$ cat src/rtl/spi_cmd_master.sv
// Purpose : SPI mode-0 command master; sends 0..5 bytes MSB first, one cs_n pulse per byte, captures miso.
// Latency : per byte CS_SETUP + 16*SCLK_HALF + CS_HOLD + CS_GAP clk_in cycles, then one DONE cycle.
// Backpr. : none; start is only looked at in IDLE and ignored while a frame is running.
//
// Ports:
//   clk_in, sys_rst_n      clock (rising edge) and asynchronous active-low reset
//   start, cmd_len, cmd_data  frame request; length and bytes captured when start is accepted
//   miso                   serial data from slave
//   sclk, mosi, cs_n       SPI pins (sclk idles low, cs_n idles high)
//   busy, done, rx_data    status and received bytes (byte0 in [39:32], unused bytes 0)
// Optional: define SPI_MISO_SYNC_EN to put miso through a 2-flop synchronizer (needs SCLK_HALF >= 3).
module spi_cmd_master #(
  parameter int CS_SETUP  = 5,
  parameter int SCLK_HALF = 2,
  parameter int CS_HOLD   = 5,
  parameter int CS_GAP    = 5
) (
  input  logic        clk_in,
  input  logic        sys_rst_n,
  input  logic        start,
  input  logic [2:0]  cmd_len,
  input  logic [39:0] cmd_data,
  input  logic        miso,
  output logic        sclk,
  output logic        mosi,
  output logic        cs_n,
  output logic        busy,
  output logic        done,
  output logic [39:0] rx_data
);

  // Counters load duration-1 and the phase ends when they reach zero.
  localparam logic [7:0] SETUP_LD = 8'(CS_SETUP - 1);
  localparam logic [7:0] HALF_LD  = 8'(SCLK_HALF - 1);
  localparam logic [7:0] HOLD_LD  = 8'(CS_HOLD - 1);
  localparam logic [7:0] GAP_LD   = 8'(CS_GAP - 1);

  typedef enum logic [2:0] {
    IDLE, SETUP, BIT_LOW, BIT_HIGH, HOLD, GAP, DONE
  } state_t;

  state_t      state;
  logic [7:0]  cnt;
  logic [2:0]  bit_cnt;
  logic [2:0]  bytes_left;
  logic [39:0] tx_sh;
  logic [5:0]  rx_pos;
  logic [2:0]  len_clamped;
  logic        miso_s;

  assign len_clamped = (cmd_len > 3'd5) ? 3'd5 : cmd_len;

`ifdef SPI_MISO_SYNC_EN
  logic [1:0] miso_sync;

  always_ff @(posedge clk_in or negedge sys_rst_n) begin
    if (!sys_rst_n) miso_sync <= 2'b00;
    else            miso_sync <= {miso_sync[0], miso};
  end

  assign miso_s = miso_sync[1];

  // Two cycles of synchronizer delay must fit inside the sclk-low half period.
  if (SCLK_HALF < 3) begin : g_half_too_short
    $error("SPI_MISO_SYNC_EN requires SCLK_HALF >= 3");
  end
`else
  assign miso_s = miso;
`endif

  always_ff @(posedge clk_in or negedge sys_rst_n) begin
    if (!sys_rst_n) begin
      state      <= IDLE;
      cnt        <= '0;
      bit_cnt    <= '0;
      bytes_left <= '0;
      tx_sh      <= '0;
      rx_pos     <= '0;
      rx_data    <= '0;
      sclk       <= 1'b0;
      mosi       <= 1'b0;
      cs_n       <= 1'b1;
      busy       <= 1'b0;
      done       <= 1'b0;
    end else begin
      done <= 1'b0;
      case (state)
        IDLE: begin
          if (start) begin
            tx_sh   <= cmd_data;
            rx_data <= '0;
            rx_pos  <= 6'd39;
            if (len_clamped == 3'd0) begin
              state <= DONE;
              done  <= 1'b1;
            end else begin
              state      <= SETUP;
              busy       <= 1'b1;
              cs_n       <= 1'b0;
              cnt        <= SETUP_LD;
              bytes_left <= len_clamped;
            end
          end
        end

        SETUP: begin
          if (cnt == 8'd0) begin
            state   <= BIT_LOW;
            mosi    <= tx_sh[39];
            tx_sh   <= {tx_sh[38:0], 1'b0};
            bit_cnt <= 3'd7;
            cnt     <= HALF_LD;
          end else begin
            cnt <= cnt - 8'd1;
          end
        end

        BIT_LOW: begin
          if (cnt == 8'd0) begin
            // The edge that raises sclk is the miso sampling edge.
            state           <= BIT_HIGH;
            sclk            <= 1'b1;
            rx_data[rx_pos] <= miso_s;
            rx_pos          <= rx_pos - 6'd1;
            cnt             <= HALF_LD;
          end else begin
            cnt <= cnt - 8'd1;
          end
        end

        BIT_HIGH: begin
          if (cnt == 8'd0) begin
            sclk <= 1'b0;
            if (bit_cnt == 3'd0) begin
              state <= HOLD;
              mosi  <= 1'b0;
              cnt   <= HOLD_LD;
            end else begin
              state   <= BIT_LOW;
              bit_cnt <= bit_cnt - 3'd1;
              mosi    <= tx_sh[39];
              tx_sh   <= {tx_sh[38:0], 1'b0};
              cnt     <= HALF_LD;
            end
          end else begin
            cnt <= cnt - 8'd1;
          end
        end

        HOLD: begin
          if (cnt == 8'd0) begin
            state <= GAP;
            cs_n  <= 1'b1;
            cnt   <= GAP_LD;
          end else begin
            cnt <= cnt - 8'd1;
          end
        end

        GAP: begin
          if (cnt == 8'd0) begin
            if (bytes_left == 3'd1) begin
              state <= DONE;
              busy  <= 1'b0;
              done  <= 1'b1;
            end else begin
              state      <= SETUP;
              bytes_left <= bytes_left - 3'd1;
              cs_n       <= 1'b0;
              cnt        <= SETUP_LD;
            end
          end else begin
            cnt <= cnt - 8'd1;
          end
        end

        DONE: begin
          state <= IDLE;
        end

        default: begin
          state <= IDLE;
          sclk  <= 1'b0;
          mosi  <= 1'b0;
          cs_n  <= 1'b1;
          busy  <= 1'b0;
        end
      endcase
    end
  end

endmodule

$ cat config.mk
export PLATFORM = sky130hd
export DESIGN_NAME = spi_cmd_master
export DESIGN_NICKNAME = d
export VERILOG_FILES = /design/src/rtl/spi_cmd_master.sv
export SDC_FILE = /design/constraint.sdc
export NUM_CORES = 1
export LEC_CHECK = 0
export BUFFER_PORTS_ARGS = -buffer_cell sky130_fd_sc_hd__buf_4
export CAP_MARGIN = 15
export CORE_UTILIZATION = 55
export DETAILED_ROUTE_END_ITERATION = 10
export PLACE_DENSITY_LB_ADDON = 0.12
export SYNTH_ARGS = -nofsm -noshare
export SYNTH_HDL_FRONTEND = slang
export SYNTH_SLANG_ARGS = --single-unit
$ cat constraint.sdc
create_clock -name clk_in -period 3.8 [get_ports clk_in]
set_input_delay 0.19 -clock clk_in [delete_from_list [all_inputs] [get_ports clk_in]]
set_output_delay 0.19 -clock clk_in [all_outputs]
set_load 0.005 [all_outputs]
Word level (Yosys, flattened, before mapping)
Cells that the tools add are included.

Register bits after elaboration: 108. Input port bits: 47. Output and inout bits: 45. Logic and storage cells: 131.

Add/sub/neg operators: 4. Order comparisons: 3. Equal/unequal tests: 18. Multiplexer cells: 65. Bitwise operators: 4. Reduce and logical (&&, ||, !) cells: 25.

Operators by type and width (number): 40-bit two-way mux (6); 40-bit case mux with 3 select lines (1); 40-bit case mux with 2 select lines (1); 8-bit two-way mux (7); 3-bit two-way mux (18); 40-bit bitwise mux (1); 8-bit case mux with 5 select lines (1); 2-bit inequality test, second input constant (10); 1-bit two-way mux (18); 3-bit case mux with 6 select lines (1); 5-bit AND reduction (3); 5-bit OR reduction (3); 6-bit two-way mux (2); 3-bit case mux with 2 select lines (2); 6-bit case mux with 2 select lines (1); 6-bit AND reduction (2); 3-bit equality test, second input constant (3); 3-bit logical NOT (3); 1-bit case mux with 3 select lines (3); 3-bit AND reduction (3); 8-bit logical NOT (1); 4-bit AND reduction (2); 8-bit by 1-bit subtractor with 8-bit output, second input constant (1); 6-bit by 7-bit < comparator with 1-bit output, second input constant (1); other kinds (17) (25).

Depth between registers and ports, before layout
Depth after elaboration: 7. Depth in mapped cells: 8. Depth with buffers taken out: 6.

Worst setup path before layout
Ideal clock, no wire load.

Path kind: reg-to-reg. Start point: reg cnt[0]. End point: reg tx_sh[30]. Setup time: 125 ps. Data arrival time: 2047 ps. Required time: 3675 ps. Setup slack: 1628 ps. Stages on the path, launching flop included: 8. Path buffers: 1. Period minus slack after synthesis: 2172 ps. Cell sequence: dfrtp_1 -> inv_1 -> ha_1 -> nor4b_4 -> nand2_2 -> a211oi_2 -> buf_2 -> mux2_2.

Word-level cells in the longest chain between the ends: 3. Elaborated cells between the ends (all ways): 4. Those cells by class: 2 x eq/ne; 2 x reduce/logical.

Ends and longest elaborated chain: from (decl) (RTL line 43) `logic [7:0] cnt;`; from (signal assigned) (RTL line 114) `cnt <= cnt - 8'd1;`; from (signal assigned) (RTL line 127) `cnt <= cnt - 8'd1;`; from (signal assigned) (RTL line 146) `cnt <= cnt - 8'd1;`; 8-bit logical NOT (*) (RTL line 107, 132); 2-bit inequality test (no line); 5-bit AND reduction (no line) (*); to (signal assigned) (RTL line 90) `tx_sh <= cmd_data;`; to (signal assigned) (RTL line 110) `tx_sh <= {tx_sh[38:0], 1'b0};`; to (signal assigned) (RTL line 142) `tx_sh <= {tx_sh[38:0], 1'b0};`; to (decl) (RTL line 46) `logic [39:0] tx_sh;`.

Mark *: on every way between the ends. The rest lies on a longest branch, timed or not. A chain may end at the register's enable or synchronous reset.

Final worst setup path
Start point: reg cnt[0]. End point: reg tx_sh[23].

Same word-level chain as after synthesis.

==> key figures <==
STA
  – Worst hold slack: 0.0563 ns
  – Clock skew: 0.0105 ns
  – Fin crit share: 70.6%
  – Setup TNS: 0 ns
  – Tmin final: 2.68 ns
  – Max-slew violations: 0
  – Final Hold Viols: 0
  – Max_slew headroom: 34.4%
  – RSZ-0062 raised after global routing: false
  – Final setup viols: 0
  – Final setup margin: 1.12 ns
  – Fmax: 373 MHz
  – Least-Margin Pin Slew: 0.984 ns

Clocking
  – CTS sink cnt: 108
  – Cts repair resizes: 0
  – Root cell of the clock tree: clkbuf_8
  – Worst-path clk slew: 0.10 ns
  – Clk buf depth: 2
  – CTS tree: done
  – Clock H-tree levels: 3
  – Cts bufs inserted: 9
  – Clock latency on the worst-skew pair: 0.39 ns

Worst setup path
  – Worst path bufs/invs: 2
  – Critical path type: flip-flop to flip-flop
  – Crit path capture type: flip-flop
  – Critical Path AT: 2.96 ns
  – Worst-path maximum fanout: 40
  – Critical-path top delay cell: nor4b_4
  – Startpoint types: flip-flop
  – WP data required: 4.07 ns
  – Top Family by Delay on Critical Path: simple AND/OR/NAND/NOR gates
  – Crit-path cells: inv_1, ha_1, nor4b_4, nand2_2, a211oi_4, buf_4, mux2_2
  – R2r setup slk: 1.12 ns
  – Worst r2r dst: tx_sh[23]$_DFFE_PN0P_
  – Largest stage delay on the critical path: 0.50 ns
  – Reg-to-reg startpoint: cnt[0]$_DFFE_PN0P_
  – Worst R2R Path Depth: 7

Final layout
  – Fin area: 0.00660 mm^2
  – Share of post-route cells with drive strength above 1: 36.6%
  – Fillers: 776
  – Final Core Density: 66.9%
  – Syn-to-layout area delta: 17.2%
  – Antenna cells: 0
  – Nets: 622

Place
  – GPL Wtd Cong: 0.875
  – Dpl hpwl: 8510 um
  – IO Port Bufs: 91
  – Placement Cell Area: 0.00637 mm^2
  – Pre-CTS WS: 1.15 ns

Power and ir drop
  – VDD IR max: 432 uV
  – Leak: 0.00284 uW
  – Power density over the cells: 547 mW/mm^2

Floorplanning
  – Die W: 103 um
  – Core Area: 0.00986 mm^2
  – Top-Level Pins: 92
  – Die Ht: 103 um
  – Site row count: 36
  – Initial Util: 57.1%
  – Die area: 0.0106 mm^2

Yosys
  – Mean Syn Cell Area: 11.2 um^2
  – Post-Syn Instances: 501
  – Seq/Total Area, Yosys: 48.0%
  – Number of synthesized flops with an enable pin: 0
  – Library cells used by synthesis: 55
  – Synth Flop Type: dfrtp_1
  – Synthesized area: 0.00563 mm^2
  – Post-Syn Nets: 555
  – Synth warn: 0
  – Asr flop ratio synth: 100%
  – FF+latch count, synth: 108

GRT
  – Largest net degree at the start of global routing: 46
  – Global-route wire length before repair: 20700 um
  – Vias in the first global route: 4250
  – GRT Util Overall: 25.4%
  – Initial antenna violation count: 0
  – Grt total ovfl: 0

Route
  – Detailed Route WL: 12700 um
  – DRC errors left: 0
  – Via density: 6.17
  – Post-route ant nets: 0
  – DRT iter0 DRCs: 192
  – Via count: 4358
  – 1st-pass router iterations: 5
  – WL/cell: 18.0 um

Run
  – Max_cap viols: 0

Worst hold path
  – Hold Path Sink: tx_sh[0]$_DFFE_PN0P_
  – Hold Path Depth: 3
  – Type of the worst min-delay path: primary input to flip-flop
  – Min-delay src: cmd_data[0]

Run status
  – Status: completed
-- Yosys cell counts, types with 7 or more instances --
library cell  count  area (um^2)
o311ai_0         22          193
nand3_1          12         60.1
nor3_1           11         55.1
inv_1            15         56.3
dfrtp_1         107         2680
o21ai_0          26          130
mux2_2           79          890
nand2_1          13         48.8
or3_1            12         75.1
a31oi_1           8         50.1
mux2i_1           9         90.1
clkbuf_1         32          120
o41ai_1           8         70.1
o211ai_1         19          143
nor2_1            7         26.3
ha_1              7         87.6
o31ai_1          21          158
a21oi_1          13         65.1
-- metrics by stage --
step           total power [uW]  instances
2_1_floorplan              2560        501
3_3_place_gp               2800        689
3_5_place_dp               2870        689
4_1_cts                    3640        706
5_1_grt                    3860        706
6_report                   3610        706
-- worst register-to-register path, delay by kind of cell, from the launching register on --
family | cells | cell delay (ns)
multiplexers | 1 | 0.43
AO/OA/AOI/OAI | 1 | 0.27
flip-flops | 1 | 0.41
adder cells (fa/ha/maj) | 1 | 0.18
AND/OR/NAND/NOR | 2 | 0.72
buffers and inverters | 2 | 0.58
-- layout make-up --
class / instances / area (um^2) / share of cell area (%)
multi-input cells: 336 / 2710 / 41.1
well taps: 133 / 166 / 2.52
repair buffers: 98 / 738 / 11.2
clock buffers: 11 / 151 / 2.29
clock inverters: 5 / 67.6 / 1.02
flip-flops and latches: 108 / 2700 / 41.0
inverters: 15 / 56.3 / 0.853
-- worst max-delay path by stage --
| stage | from | to | slack [ns] | cells after the start |
|---|---|---|---|---|
| 5_1_grt | cnt[0]$_DFFE_PN0P_ | tx_sh[20]$_DFFE_PN0P_ | 0.93 | 7 |
| 4_1_cts | cnt[0]$_DFFE_PN0P_ | tx_sh[23]$_DFFE_PN0P_ | 1.12 | 7 |
| 3_3_place_gp | cnt[0]$_DFFE_PN0P_ | tx_sh[25]$_DFFE_PN0P_ | 1.24 | 7 |
| 2_1_floorplan | cnt[0]$_DFFE_PN0P_ | tx_sh[30]$_DFFE_PN0P_ | 1.63 | 7 |
| 6_report | cnt[0]$_DFFE_PN0P_ | tx_sh[23]$_DFFE_PN0P_ | 1.12 | 7 |
| 3_5_place_dp | cnt[0]$_DFFE_PN0P_ | tx_sh[23]$_DFFE_PN0P_ | 1.15 | 7 |
-- state kept, by name, summed over array words and instances, names as in the netlist --
signal      cells
cnt             8
rx_pos          6
busy            1
bit_cnt         3
cs_n            1
mosi            1
bytes_left      3
sclk            1
done            1
state           3
tx_sh          40
rx_data        40
-- routing by layer --
layer / GRT usage (%) / vias to the layer above / part of all wire [%] / wire (um)
li1: - / 2043 / - / -
met1: 34.0 / 2185 / 43 / 5540
met2: 40.6 / 115 / 49 / 6230
met3: 7.12 / 15 / 5.9 / 751
met4: 7.48 / 0 / 1.7 / 212
met5: 0 / - / 0 / 0
-- cells by family after synthesis --
kind of cell	Yosys count	share of synthesized area, %
adders and majority gates	7	1.56
DFF	108	48.0
and+or+nand+nor	98	10.8
muxes	88	17.4
buffers and inverters	57	3.93
xor gates and xnor gates	2	0.311
AOI/OAI and AO/OA	141	18.0
-- placed cells by master, fill, tap and decap left out, types with 5 or more instances in the layout --
master      n
a21oi_1    13
mux2i_1     9
clkbuf_8   11
ha_1        7
a211oi_1    6
nand2b_1    5
a31oi_1     8
nand3_1    12
or3_1      12
o31ai_1    21
mux2_2     79
o211ai_1   19
buf_4      97
nor3_1     11
inv_1      15
dfrtp_1   107
o41ai_1     8
nor2_1      7
o21ai_0    26
o311ai_0   22
nand2_1    13
-- what timing repair did --
action	in CTS	in global routing
hold buffers	1	0
endpoints found under the hold margin	36	0
setup buffers	0	0
-- where the power goes --
part	internal (uW)	total, uW	leakage, uW	switching (uW)
registers	1470	1710	0.00136	235
clock network	349	771	0.000112	422
logic	616	1130	0.00137	519
total	2430	3610	0.00284	1180
Note: power is estimated with default switching activity, not from simulation.
